**src/rtl/transport_down.sv**
```systemverilog
// Purpose: AXI-Stream slave to PAICore send path through a DEPTH-word register FIFO, with tx start/done control. Optional TRANSPORT_DOWN_FILTER_EN drops all-ones marker words.
// Latency: a word accepted at edge N is first presented to PAICore in cycle N+1; sustains 1 word/cycle.
// Backpressure: s_axis_tready drops when the FIFO is full or the block is not in RUN; o_send_valid/o_send_tdata hold while i_send_ready is low.
module transport_down #(
    parameter int DEPTH = 4,
    parameter int CNT_W = 32
) (
    input  logic                     s_axis_aclk,
    input  logic                     s_axis_areset,
    input  logic [63:0]              s_axis_tdata,
    input  logic                     s_axis_tvalid,
    input  logic                     s_axis_tlast,
    output logic                     s_axis_tready,
    output logic                     s_axis_hsked,
    output logic                     o_send_valid,
    output logic [63:0]              o_send_tdata,
    input  logic                     i_send_ready,
    input  logic                     i_tx_sending,
    output logic                     o_tx_done,
    output logic [CNT_W-1:0]         o_frame_cnt,
    output logic [$clog2(DEPTH):0]   o_fifo_level
);

    localparam int AW = $clog2(DEPTH);

    localparam logic [1:0] IDLE  = 2'd0;
    localparam logic [1:0] RUN   = 2'd1;
    localparam logic [1:0] FLUSH = 2'd2;
    localparam logic [1:0] DONE  = 2'd3;

    logic [1:0]  state;
    logic [63:0] mem [DEPTH];
    logic [AW:0] wr_ptr;
    logic [AW:0] rd_ptr;
    logic [AW:0] level;
    logic        empty;
    logic        full;
    logic        active;
    logic        push;
    logic        pop;
    logic        empty_after_pop;
    logic [CNT_W-1:0] frame_cnt;

    assign level = wr_ptr - rd_ptr;
    assign empty = (level == '0);
    assign full  = (level == (AW+1)'(DEPTH));

    // Dropping i_tx_sending gates both sides in the same cycle, so an abort never moves data.
    assign active = ~s_axis_areset & i_tx_sending & ((state == RUN) | (state == FLUSH));

    assign s_axis_tready = active & (state == RUN) & ~full;
    assign s_axis_hsked  = s_axis_tvalid & s_axis_tready;
    assign o_send_valid  = active & ~empty;
    assign o_send_tdata  = mem[rd_ptr[AW-1:0]];
    assign pop           = o_send_valid & i_send_ready;

`ifdef TRANSPORT_DOWN_FILTER_EN
    assign push = s_axis_hsked & (s_axis_tdata != {64{1'b1}});
`else
    assign push = s_axis_hsked;
`endif

    assign empty_after_pop = ((level - {{AW{1'b0}}, pop}) == '0);

    assign o_tx_done    = (state == DONE);
    assign o_frame_cnt  = frame_cnt;
    assign o_fifo_level = level;

    always_ff @(posedge s_axis_aclk) begin
        if (s_axis_areset) begin
            state     <= IDLE;
            wr_ptr    <= '0;
            rd_ptr    <= '0;
            frame_cnt <= '0;
            for (int i = 0; i < DEPTH; i++) begin
                mem[i] <= '0;
            end
        end else begin
            if (push) begin
                mem[wr_ptr[AW-1:0]] <= s_axis_tdata;
                wr_ptr              <= wr_ptr + (AW+1)'(1);
            end
            if (pop) begin
                rd_ptr <= rd_ptr + (AW+1)'(1);
                if (frame_cnt != {CNT_W{1'b1}}) begin
                    frame_cnt <= frame_cnt + CNT_W'(1);
                end
            end

            case (state)
                IDLE: begin
                    if (i_tx_sending) begin
                        state     <= RUN;
                        frame_cnt <= '0;
                    end
                end
                RUN: begin
                    if (!i_tx_sending) begin
                        state  <= IDLE;
                        wr_ptr <= '0;
                        rd_ptr <= '0;
                    end else if (s_axis_hsked && s_axis_tlast) begin
                        state <= FLUSH;
                    end
                end
                FLUSH: begin
                    if (!i_tx_sending) begin
                        state  <= IDLE;
                        wr_ptr <= '0;
                        rd_ptr <= '0;
                    end else if (empty_after_pop) begin
                        state <= DONE;
                    end
                end
                default: state <= IDLE;
            endcase
        end
    end

endmodule

```
**config.mk**
```make
export PLATFORM = sky130hd
export DESIGN_NAME = transport_down
export DESIGN_NICKNAME = d
export VERILOG_FILES = /design/src/rtl/transport_down.sv
export SDC_FILE = /design/constraint.sdc
export NUM_CORES = 1
export LEC_CHECK = 0
export BUFFER_PORTS_ARGS = -buffer_cell sky130_fd_sc_hd__buf_2
export CORE_MARGIN = 10
export CORE_UTILIZATION = 45
export CTS_BUF_LIST = sky130_fd_sc_hd__clkbuf_16
export CTS_CLUSTER_SIZE = 30
export DETAILED_ROUTE_END_ITERATION = 8
export GPL_TIMING_DRIVEN = 0
export PLACE_DENSITY = 0.7
export SETUP_SLACK_MARGIN = 0.1
export SLEW_MARGIN = 15
export SYNTH_ARGS = -nofsm -noshare
export SYNTH_HDL_FRONTEND = slang
export SYNTH_SLANG_ARGS = --single-unit
```
**constraint.sdc**
```tcl
create_clock -name s_axis_aclk -period 4.5 [get_ports s_axis_aclk]
set_input_delay 0.9 -clock s_axis_aclk [delete_from_list [all_inputs] [get_ports s_axis_aclk]]
set_output_delay 0.9 -clock s_axis_aclk [all_outputs]
set_load 0.005 [all_outputs]
```
# Yosys cells after proc, flatten, opt, wreduce, memory -nomap -nowiden
# Memory sizes are Yosys's and may differ from the RTL's. A register that Yosys moved wholly into a read port is not among the register bits.
# Index checks and enable logic that the tools add are counted.
# word_totals
memories	1
mem_bits_rw	256
in_bits	70
register_bits	40
# classes
n_reduce_logical	7
bitwise	11
n_eq_ne	8
muxes	25
n_addsub	5
# mem_list
memory	depth	width	rd	rd_clocked_by_memory_dff	wr	line_no	text
mem	4	64	1	1	4	32	logic [63:0] mem [DEPTH];
# ops
cell	n
32-bit 2-to-1 mux	4
64-bit 2-to-1 mux	1
64-bit OR reduction	1
32-bit by 1-bit adder with 32-bit output (second input constant)	1
32-bit != test (second input constant)	1
3-bit 2-to-1 mux	6
2-bit 2-to-1 mux	7
1-bit bitwise AND	7
3-bit by 1-bit adder with 3-bit output (second input constant)	2
3-bit logical NOT	2
1-bit 2-to-1 mux	6
2-bit case mux with 3 select lines	1
2-bit equality test (second input constant)	2
3-bit equality test (second input constant)	1
3-bit by 2-bit != test with 1-bit output (second input constant)	1
3-bit != test (second input constant)	1
1-bit NOT	3
3-bit AND reduction	1
3-bit by 1-bit subtractor with 3-bit output	1
3-bit subtractor	1
2-bit by 1-bit equality test with 1-bit output (second input constant)	1
2-bit logical NOT	1
2-bit != test (second input constant)	1
2-bit OR reduction	1
other kinds (2)	2

# Logic depth before layout (Yosys ltp)
# Gate-level depths: netlist (run 1).
# depth
depth_word	11
mapped_depth	11

# Least setup slack after synthesis (run 1)
# Ideal clock, no wire load.
# synth_path
kind	register to register
from	register wr_ptr[0]
to	memory mem[3][0], enable pin
path_stages_with_launch	8
synth_period_minus_slack_ns	3.361
path_buffers	1
t_required_ns	4.102
t_arrival_ns	2.963
slack_ns	1.139
cell_sequence	dfxtp_1 inv_1 ha_1 fa_1 xor3_2 a311oi_4 buf_2 a31o_2
# synth_rtl
item	line_no	text
start: declaration	33	logic [AW:0] wr_ptr;
start signal: assignment	81	wr_ptr <= wr_ptr + (AW+1)'(1);
end: declaration	32	

# Worst setup path in the final report (run 1)
# layout_path
from	register wr_ptr[0]
to	output s_axis_hsked
# layout_between
elab_chain_cells	5
# layout_rtl
item	line_no	text
3-bit subtractor	44	assign level = wr_ptr - rd_ptr;
3-bit equality test	46	assign full = (level == (AW+1)'(DEPTH));
1-bit NOT	51	assign s_axis_tready = active & (state == RUN) & ~full;
1-bit bitwise AND	51	
1-bit bitwise AND	52	assign s_axis_hsked = s_axis_tvalid & s_axis_tready;
end: declaration	14	output logic s_axis_hsked,
# Every way passes these cells.

==> results of run 1 <==
-- worst reg2reg max path, stage by stage, from the launching register on --
cell,delay (ns)
dfxtp_1,0.41
inv_1,0.10
ha_1,0.21
fa_1,0.37
xor3_2,0.35
a311oi_4,0.64
buf_2,0.37
a31o_4,0.56
buf_12,0.31
-- cell families (layout without fill, tap and decap cells) --
kind of cell    count (synthesis)  count (layout)  synth area share [%]
buf+inv                        64             297                  2.13
fa+ha+maj                      10              10                  1.00
mux                            67              67                  11.1
flops                         296             296                  64.0
compound gates                 66              66                  3.22
other cells                     0               7                     0
xor+xnor                       14              14                  1.05
simple gates                  389             389                  17.5
-- stage by stage --
stage / worst slack (ns) / util (%) / area (um2) / total power, mW
6_report: 0.397 / 54.7 / 15800 / 5.99
5_1_grt: 0.173 / 54.6 / 15800 / 6.20
4_1_cts: 0.223 / 54.6 / 15800 / 6.05
3_5_place_dp: 0.632 / 51.0 / 14700 / 3.49
3_3_place_gp: -0.214 / 50.6 / 14600 / 3.47
2_1_floorplan: 1.14 / - / 13300 / 3.32
-- worst paths after layout --
kind | from | to | slack [ns] | depth (start not counted)
setup / recovery | wr_ptr[0] | s_axis_hsked | 0.40 | 7
hold / removal | state[0] | state[0] | 0.52 | 2
setup reg to reg | wr_ptr[0] | mem[3][40] | 0.85 | 8
hold reg to reg | state[0] | state[0] | 0.52 | 2
-- power by group through the flow --
stage / clock [mW] / sequential, mW / combinational [mW]
after floorplan: 0 / 3.15 / 0.170
after global placement: 0 / 3.16 / 0.313
after detailed placement: 0 / 3.16 / 0.329
after CTS: 2.62 / 3.10 / 0.330
after global routing: 2.73 / 3.11 / 0.358
final: 2.57 / 3.10 / 0.323
-- layout make-up --
cell class / instances / area, um2 / area share, %
Sequential cell: 296 / 8490 / 53.8
Timing Repair Buffer: 175 / 958 / 6.08
Antenna cell: 7 / 17.5 / 0.111
Inverter: 12 / 46.3 / 0.293
Buffer: 52 / 236 / 1.50
Clock inverter: 21 / 113 / 0.714
Tap cell: 384 / 480 / 3.05
Multi-Input combinational cell: 546 / 4510 / 28.6
Clock buffer: 37 / 926 / 5.87
-- state kept, by name, summed over array words and instances, names as in the netlist --
register / flops
rd_ptr: 3
wr_ptr: 3
state: 2
o_frame_cnt: 32
mem: 256
-- synthesized netlist by cell type (2+ instances only) --
| cell | instances |
|---|---|
| and2_1 | 258 |
| edfxtp_1 | 256 |
| mux4_2 | 64 |
| dfxtp_1 | 40 |
| nor2_1 | 32 |
| a21oi_1 | 24 |
| buf_2 | 24 |
| clkbuf_1 | 23 |
| nand2_1 | 21 |
| nand4_1 | 17 |
| o21ai_0 | 15 |
| and3_1 | 12 |
| nand3_1 | 12 |
| or3_1 | 12 |
| inv_1 | 11 |
| ha_1 | 9 |
| xnor2_1 | 9 |
| and4_1 | 6 |
| a31o_2 | 4 |
| or2_2 | 4 |
| or4_1 | 4 |
| xor2_1 | 4 |
| a211oi_1 | 3 |
| a21o_1 | 3 |
| a31oi_1 | 3 |
| buf_4 | 3 |
| mux2i_1 | 3 |
| nor3_1 | 3 |
| o21a_1 | 3 |
| buf_1 | 2 |
| nor4_1 | 2 |
| o31ai_1 | 2 |
-- routing by layer --
layer | up-vias | part of all wire, % | routed length (um) | global-route usage [%]
li1 | 3789 | - | - | -
met4 | 0 | 1.3 | 402 | 3.73
met1 | 3967 | 40 | 12400 | 20.2
met3 | 29 | 8.0 | 2460 | 5.02
met2 | 239 | 50 | 15500 | 28.5
met5 | - | 0 | 0 | 0
==> qor.txt, run 1 <==
crit path max-delay cell type: a311oi_4
maximum VDD drop: 0.000191 V
run status: complete, no violations
CTS H-tree lvls: 2
total track usage: 16.6%
I/O Pins: 173
Mapped Avg Cell Area: 14.6 um2
Leakage: 6.09 nW
endpoint type of the worst setup path: output pin
final count of hold timing violations: 0
total CTS buffers: 34
grt ovf: 0
postcts setup bufs: 0
number of synthesized register bits: 296
filler instances: 2401
Core Area: 28900 um2
total wire length: 30.8 mm
final std cells w/o fill: 1530
final setup vio count: 0
library cells used by synthesis: 50
arrival time worst endpoint: 3.20 ns
Hold Crit Class: register to register
CTS tree: built
clk_lat worst skew: 0.50 ns
CP cell instances: inv_1 > ha_1 > fa_1 > xor3_2 > a311oi_4 > clkbuf_1 > buf_2
DIE WIDTH: 192 um
Starting Density: 46.0%
most frequent cells in the layout: and2_1 (258), edfxtp_1 (256), buf_2 (195)
Placed Instances: 1465
Syn Nets: 986
max-slew violations: 0
Num Clock Sinks: 296
final period utilization: 91.2%
Int Power: 4.73 mW
CTS resizes: 0
min Tclk post-route: 4.10 ns
DR pass1 iterations: 5
Sw Share: 21.1%
share of cells above drive strength 1: 28.5%
largest fanout on the critical path: 10
drt first-iter violations: 483
worst relative slew slack: 38.0%
top cell type's share of synthesized area: 58.0%
clk_skew: 0.0121 ns
NetSw: 1.27 mW
Total Nets Final: 1197
row count: 62
top post-synthesis cells by area: edfxtp_1 (58%), and2_1 (12%), mux4_2 (11%), dfxtp_1 (6.0%), a21oi_1 (0.91%)
commonest non-fill, non-tap cell in the layout: and2_1
Startpoint Class: register
initial antenna violation count: 4
Gate power share: 5.4%
cts hold-fix bufs: 0
Clk pwr share: 42.8%
RSZ-0062 raised after global routing: false
Post-synth EDFFs: 256
final RePlAce weighted congestion: 0.869
Die H: 192 um
Least-Margin Pin Slew: 0.929 ns
sequential share of power: 51.8%
post-synthesis async set-or-reset flop share: 0%
Hold Slack: 0.522 ns
PwrDens: 380 nW/um2
IO Port Bufs: 171
dominant register cell in the synthesized netlist: edfxtp_1
Detail Placement HPWL: 20.4 mm
Vias/cell: 5.24
largest net degree at the start of global routing: 44
Seq/Total Area, Yosys: 64.0%
Synth warnings: 0
maxcap violations: 0
CTS root buf: clkbuf_16
setup_tns: 0 ns
Crit path max-delay family: buffers and inverters
Worst Path Required: 3.60 ns
vias in the first global route: 8472
crit-path max cell delay: 0.64 ns
vias: 8024
CP bufs+invs: 3
post-route ant nets: 0
Die Area: 36700 um2
drt drc: 0
Max Root-Sink Buffers: 3
clk slew on worst S/H paths: 0.06 ns
Synth Instances: 906
Area Overhead vs Synth: 18.9%
WL per Instance: 20.1 um
Crit Path Category: register to output pin
first-pass GRT wire length: 47.3 mm
synthesized cell area: 13300 um2
highest clock rate: 0.244 GHz
Synth area leader: edfxtp_1
Note: power is estimated with default switching activity, not from simulation.
==> run 2: changes to the inputs <==
--- a/config.mk
+++ b/config.mk
@@ -13,6 +13,7 @@
 export DETAILED_ROUTE_END_ITERATION = 8
 export GPL_TIMING_DRIVEN = 0
 export PLACE_DENSITY = 0.7
+export RECOVER_POWER = 100
 export SETUP_SLACK_MARGIN = 0.1
 export SLEW_MARGIN = 15
 export SYNTH_ARGS = -nofsm -noshare
==> run 2 against run 1 <==
Net effect: routed wire length barely moved; largest power group unchanged; register-to-register slack got worse by 0.45 ns; critical endpoint unchanged; count of clock-buffer cells in the layout did not move; die area did not move; final cell count did not move; worst setup slack got worse by 0.0095 ns; highest routed layer unchanged.
==> qor.txt, run 2 (same netlist as run 1, synthesis figures left out) <==
run status: complete, no violations
Die H: 192 um
cells on worst reg2reg path: 8
worst slack after detailed placement: 0.632 ns
maxcap violations: 0
Vias/cell: 5.27
cts hold-fix bufs: 0
sequential share of power: 51.8%
Top Layer Used: met4
Worst R2R Start: wr_ptr[0]
Area Overhead vs Synth: 17.7%
endpoint type of the worst setup path: output pin
RSZ-0062 raised after global routing: false
max-slew violations: 0
final period utilization: 91.4%
final count of hold timing violations: 0
max reg flops: 256
worst relative slew slack: 33.8%
Die Area: 36700 um2
CTS root buf: clkbuf_16
setup ws final: 0.388 ns
Worst Hold Depth: 2
filler instances: 2472
grt ovf: 0
initial antenna violation count: 4
commonest non-fill, non-tap cell in the layout: edfxtp_1
total CTS buffers: 34
highest clock rate: 0.243 GHz
WL per Instance: 20.1 um
I/O Pins: 173
first-pass GRT wire length: 47.3 mm
NetSw: 1.27 mW
Clk pwr share: 42.9%
Hold Slack: 0.523 ns
Startpoint Class: register
Starting Density: 46.0%
arrival time worst endpoint: 3.21 ns
drt first-iter violations: 515
DR pass1 iterations: 5
CP cell instances: inv_1 > ha_1 > fa_1 > xor3_1 > a311oi_4 > clkbuf_1 > clkbuf_1
CP most frequent cell: clkbuf_1
reg2reg setup slack: 0.40 ns
CTS resizes: 0
Max Root-Sink Buffers: 3
Hold Crit Class: register to register
Sw Share: 21.2%
Worst Path Required: 3.60 ns
Core Area: 28900 um2
clk_lat worst skew: 0.50 ns
largest fanout on the critical path: 10
Least-Margin Pin Slew: 0.993 ns
vias in the first global route: 8472
maximum VDD drop: 0.000190 V
PwrDens: 383 nW/um2
IO Port Bufs: 171
post-route ant nets: 0
Detail Placement HPWL: 20.4 mm
WHS Endpoint: state[0]
CTS tree: built
Reg with most FFs: mem
min Tclk post-route: 4.11 ns
vias: 8056
Met1 Wirelength: 12.6 mm
Crit Path Category: register to output pin
CTS H-tree lvls: 2
largest net degree at the start of global routing: 44
DIE WIDTH: 192 um
Leakage: 5.51 nW
crit path max-delay cell type: a311oi_4
clk slew on worst S/H paths: 0.06 ns
most frequent cells in the layout: edfxtp_1 (256), and2_0 (140), clkbuf_1 (131)
Crit path max-delay family: buffers and inverters
row count: 62
total track usage: 16.6%
crit-path max cell delay: 0.66 ns
postcts setup bufs: 0
Int Power: 4.72 mW
share of cells above drive strength 1: 18.7%
min-delay src: state[0]
total wire length: 30.8 mm
RR Endpoint: mem[3][40]
met2 WL post-DR: 15.4 mm
final RePlAce weighted congestion: 0.869
DR WL met3: 2.26 mm
CP bufs+invs: 3
drt drc: 0
clk_skew: 0.0106 ns
Num Clock Sinks: 296
Gate power share: 5.3%
Total Nets Final: 1197
final setup vio count: 0
run 2: cell types whose count changed in the layout (fill, tap and decap cells not counted), moves of 3 or more:
| cell | change |
|---|---|
| buf_2 | -106 |
| and2_0 | +140 |
| clkbuf_1 | +108 |
| buf_4 | -3 |
| and2_1 | -140 |
run 2: worst min-delay path: cells and delay by family, from the launching register on:
family	cells	cell delay (ns)
flops	1	0.34
compound gates	2	0.14
run 2: layout make-up:
type / instances / area, um2 / share of cell area (%)
Timing Repair Buffer: 175 / 855 / 5.47
Buffer: 52 / 196 / 1.26
Inverter: 12 / 46.3 / 0.296
Tap cell: 384 / 480 / 3.08
Clock buffer: 37 / 926 / 5.93
Clock inverter: 21 / 113 / 0.721
Sequential cell: 296 / 8490 / 54.4
Antenna cell: 7 / 17.5 / 0.112
Multi-Input combinational cell: 546 / 4490 / 28.8
run 2: per-stage QoR:
step           std cells  util (%)  setup TNS [ns]  cell area [um2]  power (mW)
2_1_floorplan        906         -               0            13300        3.32
3_3_place_gp        1461      50.6          -40.15            14600        3.47
3_5_place_dp        1465      51.0               0            14700        3.49
4_1_cts             1523      54.6               0            15800        6.05
5_1_grt             1524      54.1               0            15600        6.20
6_report            1530      54.1               0            15600        5.99
run 2: how the worst max path moves through the flow:
stage | startpoint | to | depth (start not counted)
detailed placement | wr_ptr[0] | mem[3][40] | 8
global route | wr_ptr[0] | mem[3][37] | 8
CTS | wr_ptr[0] | s_axis_hsked | 7
global placement | i_tx_sending | mem[3][35] | 5
floorplan | wr_ptr[0] | mem[3][0] | 7
finish | wr_ptr[0] | s_axis_hsked | 7
run 2: metal layers:
layer	track usage (%)	up-vias
met3	5.02	29
met4	3.73	0
met2	28.5	212
met1	20.2	4022
met5	0	-
li1	-	3793
run 2: power by group through the flow:
stage | registers, mW | clock network [mW] | logic [mW]
global placement | 3.16 | 0 | 0.313
global route | 3.11 | 2.73 | 0.352
CTS | 3.10 | 2.62 | 0.330
detailed placement | 3.16 | 0 | 0.329
finish | 3.10 | 2.57 | 0.317
floorplan | 3.15 | 0 | 0.170
==> run 3: changes to the inputs <==
--- a/config.mk
+++ b/config.mk
@@ -12,7 +12,7 @@
 export CTS_CLUSTER_SIZE = 30
 export DETAILED_ROUTE_END_ITERATION = 8
 export GPL_TIMING_DRIVEN = 0
-export PLACE_DENSITY = 0.7
+export PLACE_DENSITY = 0.65
 export RECOVER_POWER = 100
 export SETUP_SLACK_MARGIN = 0.1
 export SLEW_MARGIN = 15
==> run 3 against run 2 <==
Net effect: final cell count shrank 0.26%; worst setup slack improved by 0.030 ns; clock skew is 0.011 ns higher; critical path depth unchanged; global-route usage about the same; non-clock buffer count stayed put; maximum frequency up 0.74%; worst hold slack worse by 0.028 ns; critical endpoint unchanged; largest cell class unchanged; critical path type unchanged.
==> qor.txt, run 3 (same netlist as run 1, synthesis figures left out) <==
min Tclk post-route: 4.08 ns
Core Area: 28900 um2
Vias/cell: 5.23
Reg with most FFs: mem
maximum VDD drop: 0.000192 V
CTS H-tree lvls: 2
DR pass1 iterations: 5
clk slew on worst S/H paths: 0.06 ns
drt drc: 0
Max Root-Sink Buffers: 3
Startpoint Class: register
clk_skew: 0.0213 ns
Num Clock Sinks: 296
post-route ant nets: 0
Least-Margin Pin Slew: 0.898 ns
Placed Instances: 1465
Detail Placement HPWL: 20.4 mm
Leakage: 5.47 nW
cts hold-fix bufs: 0
largest net degree at the start of global routing: 45
crit-path max cell delay: 0.68 ns
IO Port Bufs: 171
CTS tree: built
initial antenna violation count: 6
DIE WIDTH: 192 um
grt ovf: 0
PwrDens: 377 nW/um2
CP most frequent cell: clkbuf_1
Die Area: 36700 um2
Area Overhead vs Synth: 17.3%
final period utilization: 90.7%
largest fanout on the critical path: 10
vias: 7980
worst relative slew slack: 40.2%
RSZ-0062 raised after global routing: false
filler instances: 2508
Crit path max-delay family: buffers and inverters
CTS root buf: clkbuf_16
Die H: 192 um
final setup vio count: 0
final RePlAce weighted congestion: 0.824
total CTS buffers: 34
row count: 62
total wire length: 30.6 mm
crit path max-delay cell type: a311oi_4
clk_lat worst skew: 0.51 ns
max reg flops: 256
total track usage: 16.6%
Tot Pwr: 5.87 mW
max-slew violations: 0
Hold Crit Class: register to register
vias in the first global route: 8538
most frequent cells in the layout: edfxtp_1 (256), clkbuf_1 (137), and2_0 (135)
WL per Instance: 20.0 um
first-pass GRT wire length: 47.8 mm
Starting Density: 46.0%
arrival time worst endpoint: 3.18 ns
endpoint type of the worst setup path: output pin
maxcap violations: 0
drt first-iter violations: 405
CP bufs+invs: 3
run status: complete, no violations
highest clock rate: 0.245 GHz
Worst Path Required: 3.60 ns
commonest non-fill, non-tap cell in the layout: edfxtp_1
Total Nets Final: 1197
I/O Pins: 173
Crit Path Category: register to output pin
final count of hold timing violations: 0
final std cells w/o fill: 1526
setup_tns: 0 ns
share of cells above drive strength 1: 18.1%
CP cell instances: inv_1 > ha_1 > fa_1 > xor3_1 > a311oi_4 > clkbuf_1 > clkbuf_1
run 3: changes by cell type in the layout (fill, tap and decap cells not counted), sizes merged:
cell      previous run  this run
buf                 96        90
bufinv               1         0
clkbuf             168       172
clkinv              17        15
clkinvlp             0         1
diode                7         4
inv                 15        18
run 3: worst reg2reg max path: stages, from the launching register on:
cell and delay [ns]:
dfxtp_1 0.40, inv_1 0.10, ha_1 0.21, fa_1 0.38
xor3_1 0.34, a311oi_4 0.68, clkbuf_1 0.47, a31o_2 0.83
buf_16 0.33
run 3: final timing paths:
path,startpoint,endpoint,slack [ns],cells past startpoint
max,wr_ptr[0],s_axis_hsked,0.42,7
min,o_frame_cnt[15],o_frame_cnt[15],0.49,2
max reg2reg,wr_ptr[0],mem[3][41],0.42,8
min reg2reg,o_frame_cnt[15],o_frame_cnt[15],0.49,2
run 3: stage by stage:
step | worst slack [ns] | cell area [um2] | hold WS, ns | util, %
2_1_floorplan | 1.14 | 13300 | 0.477 | -
6_report | 0.418 | 15600 | 0.495 | 53.9
3_5_place_dp | 0.590 | 14700 | 0.487 | 51.0
4_1_cts | 0.242 | 15700 | 0.498 | 54.4
3_3_place_gp | -0.111 | 14600 | 0.484 | 50.6
5_1_grt | 0.135 | 15500 | 0.535 | 53.9
run 3: area by class of cell:
type	count	area, um2	area share, %
flip-flops and latches	296	8490	54.6
multi-input cells	546	4490	28.9
clock buffers	35	876	5.63
repair buffers	175	848	5.45
well taps	384	480	3.09
plain buffers	52	196	1.26
clock inverters	22	116	0.748
inverters	12	46.3	0.298
diodes	4	10.0	0.0644
run 3: routing by layer:
metal / routed length (um) / part of all wire [%] / vias up / GRT usage (%)
met5: 41 / 0.13 / - / 0
met3: 2240 / 7.3 / 40 / 4.44
li1: - / - / 3808 / -
met1: 12400 / 40 / 3915 / 20.3
met2: 15500 / 51 / 211 / 29.0
met4: 419 / 1.4 / 6 / 3.46
run 3: where the power goes:
part	internal (mW)	switching [mW]
Clock	1.41	1.05
Sequential	3.07	0.0281
Combinational	0.119	0.195
Total	4.60	1.27
run 3: repair_timing:
| action | in CTS | in global routing |
|---|---|---|
| endpoints found under the setup margin | 0 | 1 |
| resized for setup | 0 | 0 |
| setup buffers | 0 | 0 |
